--- src/rtl/clk_gate_ctrl_pkg.sv ---
// Shared types and elaboration helpers for the ICG enable controller.
package clk_gate_ctrl_pkg;

    typedef enum logic [1:0] {
        ST_ON    = 2'd0,
        ST_COUNT = 2'd1,
        ST_OFF   = 2'd2,
        ST_WAKE  = 2'd3
    } gate_state_e;

    function automatic int unsigned max_u(input int unsigned a, input int unsigned b);
        return (a > b) ? a : b;
    endfunction

    // Counter width: enough to hold the larger of the two load values, never below 1 bit.
    function automatic int unsigned cnt_width(input int unsigned idle, input int unsigned wake);
        int unsigned w;
        w = $clog2(max_u(idle, wake));
        return (w < 1) ? 1 : w;
    endfunction

endpackage

--- src/rtl/clk_gate_ctrl_timer.sv ---
// Loadable down-counter with zero flag; shared by the idle-count and wake-settle phases.
module clk_gate_ctrl_timer #(
    parameter int unsigned W = 2
) (
    input  logic         clk_i,
    input  logic         rst_n_i,
    input  logic         load_i,
    input  logic         dec_i,
    input  logic [W-1:0] load_val_i,
    output logic         zero_c_o
);

    logic [W-1:0] cnt_q;
    logic [W-1:0] cnt_d;

    always_comb begin
        cnt_d = cnt_q;
        if (load_i) begin
            cnt_d = load_val_i;
        end else if (dec_i && (cnt_q != '0)) begin
            cnt_d = cnt_q - W'(1);
        end
    end

    always_ff @(posedge clk_i or negedge rst_n_i) begin
        if (!rst_n_i) begin
            cnt_q <= '0;
        end else begin
            cnt_q <= cnt_d;
        end
    end

    assign zero_c_o = (cnt_q == '0);

endmodule

--- src/rtl/clk_gate_enable_ctrl.sv ---
// Idle-timeout enable generator for a library ICG: gates after a quiet period,
// re-enables on activity and acknowledges once the gated clock has settled.
module clk_gate_enable_ctrl
    import clk_gate_ctrl_pkg::*;
#(
    parameter int unsigned IDLE_CYCLES = 16,
    parameter int unsigned WAKE_LAT    = 2,
    parameter int unsigned STAT_W      = 8
) (
    input  logic              CLK,
    input  logic              RN,
    input  logic              WAKE_REQ,
    input  logic              BUSY,
    input  logic              FORCE_ON,
    input  logic              TEST_EN,
    output logic              E,
    output logic              TE,
    output logic              WAKE_ACK,
    output logic [1:0]        STATE,
    output logic [STAT_W-1:0] GATE_CNT
);

    localparam int unsigned CNT_W = cnt_width(IDLE_CYCLES, WAKE_LAT);

    if (IDLE_CYCLES == 0 || WAKE_LAT == 0 || STAT_W == 0) begin : g_bad_param
        $error("clk_gate_enable_ctrl: IDLE_CYCLES, WAKE_LAT and STAT_W must all be >= 1");
    end

    gate_state_e       state_q;
    gate_state_e       state_d;
    logic              e_q;
    logic              e_d;
    logic              ack_q;
    logic              ack_d;
    logic [STAT_W-1:0] gate_cnt_q;
    logic [STAT_W-1:0] gate_cnt_d;

    logic              activity;
    logic              tmr_load;
    logic              tmr_dec;
    logic [CNT_W-1:0]  tmr_load_val;
    logic              tmr_zero;
    logic              gate_evt;

    assign activity = WAKE_REQ | BUSY | FORCE_ON;

    clk_gate_ctrl_timer #(
        .W (CNT_W)
    ) u_timer (
        .clk_i      (CLK),
        .rst_n_i    (RN),
        .load_i     (tmr_load),
        .dec_i      (tmr_dec),
        .load_val_i (tmr_load_val),
        .zero_c_o   (tmr_zero)
    );

    // Next state, timer control and next values for the output flops.
    always_comb begin
        state_d      = state_q;
        tmr_load     = 1'b0;
        tmr_dec      = 1'b0;
        tmr_load_val = '0;
        gate_evt     = 1'b0;
        gate_cnt_d   = gate_cnt_q;

        unique case (state_q)
            ST_ON: begin
                if (!activity) begin
                    state_d      = ST_COUNT;
                    tmr_load     = 1'b1;
                    tmr_load_val = CNT_W'(IDLE_CYCLES - 1);
                end
            end
            ST_COUNT: begin
                if (activity) begin
                    state_d = ST_ON;
                end else if (tmr_zero) begin
                    state_d  = ST_OFF;
                    gate_evt = 1'b1;
                end else begin
                    tmr_dec = 1'b1;
                end
            end
            ST_OFF: begin
                if (activity) begin
                    state_d      = ST_WAKE;
                    tmr_load     = 1'b1;
                    tmr_load_val = CNT_W'(WAKE_LAT - 1);
                end
            end
            ST_WAKE: begin
                // Wake always runs to completion, even if the request drops.
                if (tmr_zero) begin
                    state_d = ST_ON;
                end else begin
                    tmr_dec = 1'b1;
                end
            end
            default: state_d = ST_ON;
        endcase

        if (gate_evt && (gate_cnt_q != '1)) begin
            gate_cnt_d = gate_cnt_q + STAT_W'(1);
        end

        // E and ACK are decoded from the next state so they stay pure flop outputs.
        e_d   = (state_d != ST_OFF);
        ack_d = (state_d == ST_ON) || (state_d == ST_COUNT);
    end

    always_ff @(posedge CLK or negedge RN) begin
        if (!RN) begin
            state_q    <= ST_ON;
            e_q        <= 1'b1;
            ack_q      <= 1'b1;
            gate_cnt_q <= '0;
        end else begin
            state_q    <= state_d;
            e_q        <= e_d;
            ack_q      <= ack_d;
            gate_cnt_q <= gate_cnt_d;
        end
    end

    assign E        = e_q;
    assign WAKE_ACK = ack_q;
    assign STATE    = state_q;
    assign GATE_CNT = gate_cnt_q;
    assign TE       = TEST_EN;

endmodule

--- config.mk ---
export PLATFORM = sky130hd
export DESIGN_NAME = clk_gate_enable_ctrl
export DESIGN_NICKNAME = d
export VERILOG_FILES = /design/src/rtl/clk_gate_ctrl_pkg.sv /design/src/rtl/clk_gate_ctrl_timer.sv /design/src/rtl/clk_gate_enable_ctrl.sv
export SDC_FILE = /design/constraint.sdc
export NUM_CORES = 1
export LEC_CHECK = 0
export CORE_UTILIZATION = 43
export DETAILED_ROUTE_END_ITERATION = 8
export HOLD_SLACK_MARGIN = 0.03
export PLACE_DENSITY_LB_ADDON = 0.2
export SLEW_MARGIN = 15
export SYNTH_ARGS = -nofsm -noshare
export SYNTH_HDL_FRONTEND = slang
export SYNTH_SLANG_ARGS = --single-unit
--- constraint.sdc ---
create_clock -name CLK -period 1.7 [get_ports CLK]
set_clock_uncertainty 0.1 [all_clocks]
set_input_delay 0.51 -clock CLK [delete_from_list [all_inputs] [get_ports CLK]]
set_output_delay 0.51 -clock CLK [all_outputs]
set_load 0.02 [all_outputs]
Word level (Yosys, flattened, before mapping)
Index checks and enable logic that the tools add are counted.
{ "word_totals": {"word_cells": 43, "out_inout_bits": 13, "regBits": 16, "input_bits": 6} }
{ "classes": {"reduce_logical": 8, "eq_ne": 6, "bitwise": 2, "addsub": 2, "mux": 20} }
{ "op_table": {"columns": ["cell", "count"], "rows": [
  ["4-bit 2-to-1 mux", 3],
  ["2-bit 2-to-1 mux", 5],
  ["8-bit by 1-bit adder with 8-bit output, second input constant", 1],
  ["1-bit 2-to-1 mux", 8],
  ["8-bit inequality test, second input constant", 1],
  ["2-bit case mux with 4 select lines", 1],
  ["4-bit case mux with 2 select lines", 1],
  ["2-bit by 1-bit == test with 1-bit output, second input constant", 2],
  ["2-bit == test, second input constant", 2],
  ["2-bit logical NOT", 2],
  ["4-bit logical NOT", 1],
  ["1-bit case mux with 2 select lines", 2],
  ["4-bit nonzero test", 1],
  ["4-bit by 1-bit subtractor with 4-bit output, second input constant", 1],
  ["1-bit logical AND", 2],
  ["2-bit inequality test, second input constant", 1],
  ["1-bit bitwise OR", 2],
  ["2-bit nonzero test", 1],
  ["1-bit logical OR", 1]
]} }

Logic depth before layout (Yosys ltp)
{ "logic_depth": {"word_depth": 7, "mapped_depth": 7, "ltp_nobuf": 6} }

Cells and area by module
From an unflattened synthesis, not the netlist that was laid out.
{ "hier_totals": {"cells_unflattened": 85, "hier_area_um2": 938.4} }
{ "modules_own_cells": {"columns": ["module", "area_each_um2", "cells_each", "instances", "seq_area_each_um2"], "rows": [
  ["clk_gate_enable_ctrl", 668.1, 58, 1, 302.8],
  ["clk_gate_ctrl_timer", 270.3, 27, 1, 100.1]
]} }

Worst setup path after synthesis
OpenSTA, ideal clock, no wires.
{ "synth_timing": {"kind": "register to register", "startpoint": "register gate_cnt_q[0] (netlist: GATE_CNT[0])", "endpoint": "register gate_cnt_q[7] (netlist: GATE_CNT[7])", "path_stages_with_launch": 7, "setup_slack_ns": -0.246, "setup_time_ns": 0.080, "t_required_ns": 1.520, "path_buffers": 1, "arrival_ns": 1.767, "period_less_slack_ns": 1.946, "cell_sequence": "dfrtp_1 > ha_1 > and3_1 > a2111o_1 > buf_6 > nor4_4 > xor2_1"} }
{ "synth_between": {"elab_chain_len": 2, "word_cells_on_any_way": 3, "cone_classes": "1 x add/sub; 1 x eq/ne; 1 x reduce/logical"} }
{ "synth_lines": {"columns": ["item", "line", "text"], "rows": [
  ["from (decl)", "clk_gate_enable_ctrl.sv:35", "logic [STAT_W-1:0] gate_cnt_q;"],
  ["from (signal assigned)", "clk_gate_enable_ctrl.sv:122", "gate_cnt_q <= gate_cnt_d;"],
  ["branches (longest 2 deep; another with 8-bit by 1-bit adder with 8-bit output)", null, null]
]} }
Several ways; the timed one is not identified.
A chain may end at the register's enable or synchronous reset.

Final worst setup path
{ "layout_timing": {"startpoint": "register u_timer.cnt_q[1]", "endpoint": "register gate_cnt_q[1] (netlist: GATE_CNT[1])"} }
{ "layout_between": {"elab_chain_len": 5} }
{ "layout_lines": {"columns": ["item", "line", "text"], "rows": [
  ["from (decl)", "clk_gate_ctrl_timer.sv:13", "logic [W-1:0] cnt_q;"],
  ["from (signal assigned)", "clk_gate_ctrl_timer.sv:29", "cnt_q <= cnt_d;"],
  ["4-bit logical NOT", "clk_gate_ctrl_timer.sv:33", "assign zero_c_o = (cnt_q == '0);"],
  ["1-bit 2-to-1 mux", "clk_gate_enable_ctrl.sv:78", "end else if (tmr_zero) begin"],
  ["1-bit 2-to-1 mux", "clk_gate_enable_ctrl.sv:76", "if (activity) begin"],
  ["1-bit 2-to-1 mux", "clk_gate_enable_ctrl.sv:67", "unique case (state_q)"],
  ["1-bit logical AND", "clk_gate_enable_ctrl.sv:103", "if (gate_evt && (gate_cnt_q != '1)) begin"]
]} }
No other way between the ends.

==> results by group <==
Status
  • Outcome: finished, violations left
  • Failing checks: setup timing

Critical path
  • Worst setup SP type: register
  • Worst path max stage delay: 560 ps
  • Critical Path End Type: register
  • FF-to-FF setup slack: -290 ps
  • Reg-to-reg startpoint: u_timer.cnt_q[1]$_DFFE_PN0P_
  • Worst Path Required: 1770 ps
  • CP top delay family: compound AO/OA/AOI/OAI gates
  • CP Cell Sequence: inv_2 > ha_4 > nand4bb_1 > a2111o_1 > buf_6 > mux2_4
  • WS Path Type: reg2reg
  • Crit-path max FO: 6
  • CP arrival: 2060 ps
  • Slowest stage cell, crit path: a2111o_1
  • Critical path buffer and inverter count: 2
  • Worst R2R Path Depth: 6
  • Worst R2R End: GATE_CNT[1]$_DFFE_PN0P_

Drt
  • Vias per cell: 5.08
  • Post-Route WL: 1910 µm
  • 1st-iter DRT viols: 14
  • Number of remaining DRC errors: 0
  • WL/cell: 13.1 µm
  • Vias: 741
  • Initial DRT Pass Iterations: 4
  • Detail Route Antenna Nets: 0

GRT
  • Vias in the first global route: 706
  • Largest net degree at the start of global routing: 17
  • Total global routing overflow: 0
  • Gr usage total: 21.3%
  • Global-route wire length before repair: 3040 µm
  • Initial antenna violation count: 0

Logic synthesis
  • Register area share after synthesis: 49.5%
  • Syn_area_per_cell: 10.6 µm²
  • Area share of and/or/nand/nor cells after synthesis: 18.0%
  • #FFs+latches synth: 16
  • Dominant synthesized flop cell: dfrtp_1
  • Main combinational cell family by area after synthesis: simple AND/OR/NAND/NOR gates
  • FFs w/ async S/R, synth: 100%
  • Synth warnings: 0
  • Post-synth top area share: 43.1%
  • EDFF count, synth: 0
  • XOR/XNOR share of the synthesized area: 7.54%
  • Mapped cell area: 813 µm²
  • Yosys cell types: 30
  • Synth area leader: dfrtp_1
  • Post-synthesis adder-cell area fraction: 3.08%
  • Syn_nets: 85
  • Area contributors post-synth: dfrtp_1, dfstp_2, xor2_1
  • Synth Area in Compound Gates: 13.4%
  • Multiplexer share of the synthesized area: 1.38%
  • Post-Syn Instances: 77

Clocking
  • CTS Buffer Depth: 2
  • Reg clk slew, reported paths: 90 ps
  • CTS root buf: clkbuf_4
  • CTS tree: yes
  • Worst skew pair latency: 280 ps
  • H-Tree Depth: 1
  • Clock tree sinks: 16
  • Inserted Clock Buffers: 3

STA
  • Final critical-path setup slack: -292 ps
  • Final worst path period share: 117%
  • Max Fclk: 502 MHz
  • Hold Vio Cnt, Final: 0
  • Worst-Margin Slew: 485 ps
  • Max Transition Viols Final: 0
  • Slew margin rel.: 67.4%
  • Hold slack: 406 ps
  • RSZ-0062 raised after global routing: yes
  • Setup Viol. Count Final: 8
  • Final min period: 1990 ps

Placement
  • Buffers on Ports: 16
  • Place WS: -650 ps
  • Placed insts: 134
  • Post-DP HPWL: 1300 µm
  • Final weighted congestion in routability-driven placement: 0.944

Floorplanning
  • Die Wd: 45.5 µm
  • IO Count: 19
  • Die H: 45.5 µm
  • Row cnt: 15
  • Initial Util: 46.6%
  • Core area: 1750 µm²
  • Die Area: 2070 µm²

Hold path
  • Hold Path Origin: GATE_CNT[7]$_DFFE_PN0P_
  • WHS Path Cells: 1
  • Hold Path Sink: GATE_CNT[7]$_DFFE_PN0P_
  • Hold/Removal Path Class: reg2reg

Cells and area
  • ANT cells: 0
  • Nets: 130
  • Most frequent cells in the layout: buf_4, dfrtp_1, dlygate4sd2_1
  • Layout cells sized above 1: 43.0%
  • Most common cell after layout, fill and taps aside: buf_4
  • Finished Layout Cells: 146
  • Area delta synth->final: 55.8%

Power
  • Leak pwr: 0.650 nW
  • Power density over the cells: 1050 nW/µm²
  • Worst vdd ir: 0.733 mV

Flow run
  • Max cap viols: 0
[sequential cells by signal, summed over array words and instances (netlist names)]
signal,count
WAKE_ACK,1
STATE,2
E,1
u_timer.cnt_q,4
GATE_CNT,8
[what timing repair did]
item | 4_1_cts | 5_1_grt
pin swaps | 12 | 4
cloned | 0 | 0
endpoints found under the hold margin | 0 | 0
setup buffers | 7 | 3
gates resized for setup | 49 | 3
hold buffers | 0 | 0
setup endpoints to repair | 26 | 11
[per-stage QoR]
stage	setup TNS [ps]	utilization (%)	instance area (µm²)	power, mW
6_report	-1660	72.6	1270	1.33
5_1_grt	-2520	72.6	1270	1.42
4_1_cts	-1190	71.9	1250	1.33
3_5_place_dp	-7810	65.8	1150	1.08
3_3_place_gp	-7440	65.8	1150	1.07
2_1_floorplan	-494	-	838	0.806
[layout make-up]
class / count / area, µm²
tap: 25 / 31.3
timing repair buffer: 43 / 350
fill: 136 / 478
clock buffer: 4 / 26.3
multi-input combinational: 49 / 420
inverter: 9 / 33.8
sequential: 16 / 405
[cell usage after synthesis (2+ instances only)]
cell and count:
nor3_1 5, xor2_1 6, inv_1 9, o21ai_0 3, nand2_1 5, nand3_1 3
a2bb2oi_1 2, nor2_1 6, dfstp_2 2, a21o_1 2, dfrtp_1 14, ha_1 2
[logic make-up (layout without fill, tap and decap cells)]
group | Yosys count | count (layout)
AO/OA/AOI/OAI | 14 | 14
XOR/XNOR | 7 | 7
adder cells (fa/ha/maj) | 2 | 2
buffers and inverters | 12 | 56
flip-flops | 16 | 16
multiplexers | 1 | 1
AND/OR/NAND/NOR | 25 | 25
[routing by layer]
layer	GRT usage [%]	part of all wire, %
met1	26.8	44
met2	35.1	51
met3	3.57	3.6
met4	10.3	0.94
met5	0	0
[power by group]
group	switching, mW	internal [mW]
clock network	0.115	0.0910
logic	0.287	0.312
registers	0.0546	0.476
[worst max-delay path by stage]
stage | startpoint | end | slack [ps] | depth (start not counted)
after floorplan | BUSY | GATE_CNT[1]$_DFFE_PN0P_ | -100 | 4
after global placement | BUSY | GATE_CNT[1]$_DFFE_PN0P_ | -620 | 4
after detailed placement | BUSY | GATE_CNT[5]$_DFFE_PN0P_ | -650 | 5
after CTS | u_timer.cnt_q[1]$_DFFE_PN0P_ | GATE_CNT[7]$_DFFE_PN0P_ | -230 | 6
after global routing | u_timer.cnt_q[1]$_DFFE_PN0P_ | GATE_CNT[1]$_DFFE_PN0P_ | -360 | 6
final | u_timer.cnt_q[1]$_DFFE_PN0P_ | GATE_CNT[1]$_DFFE_PN0P_ | -290 | 6
Power figures use the tool's default switching activity.
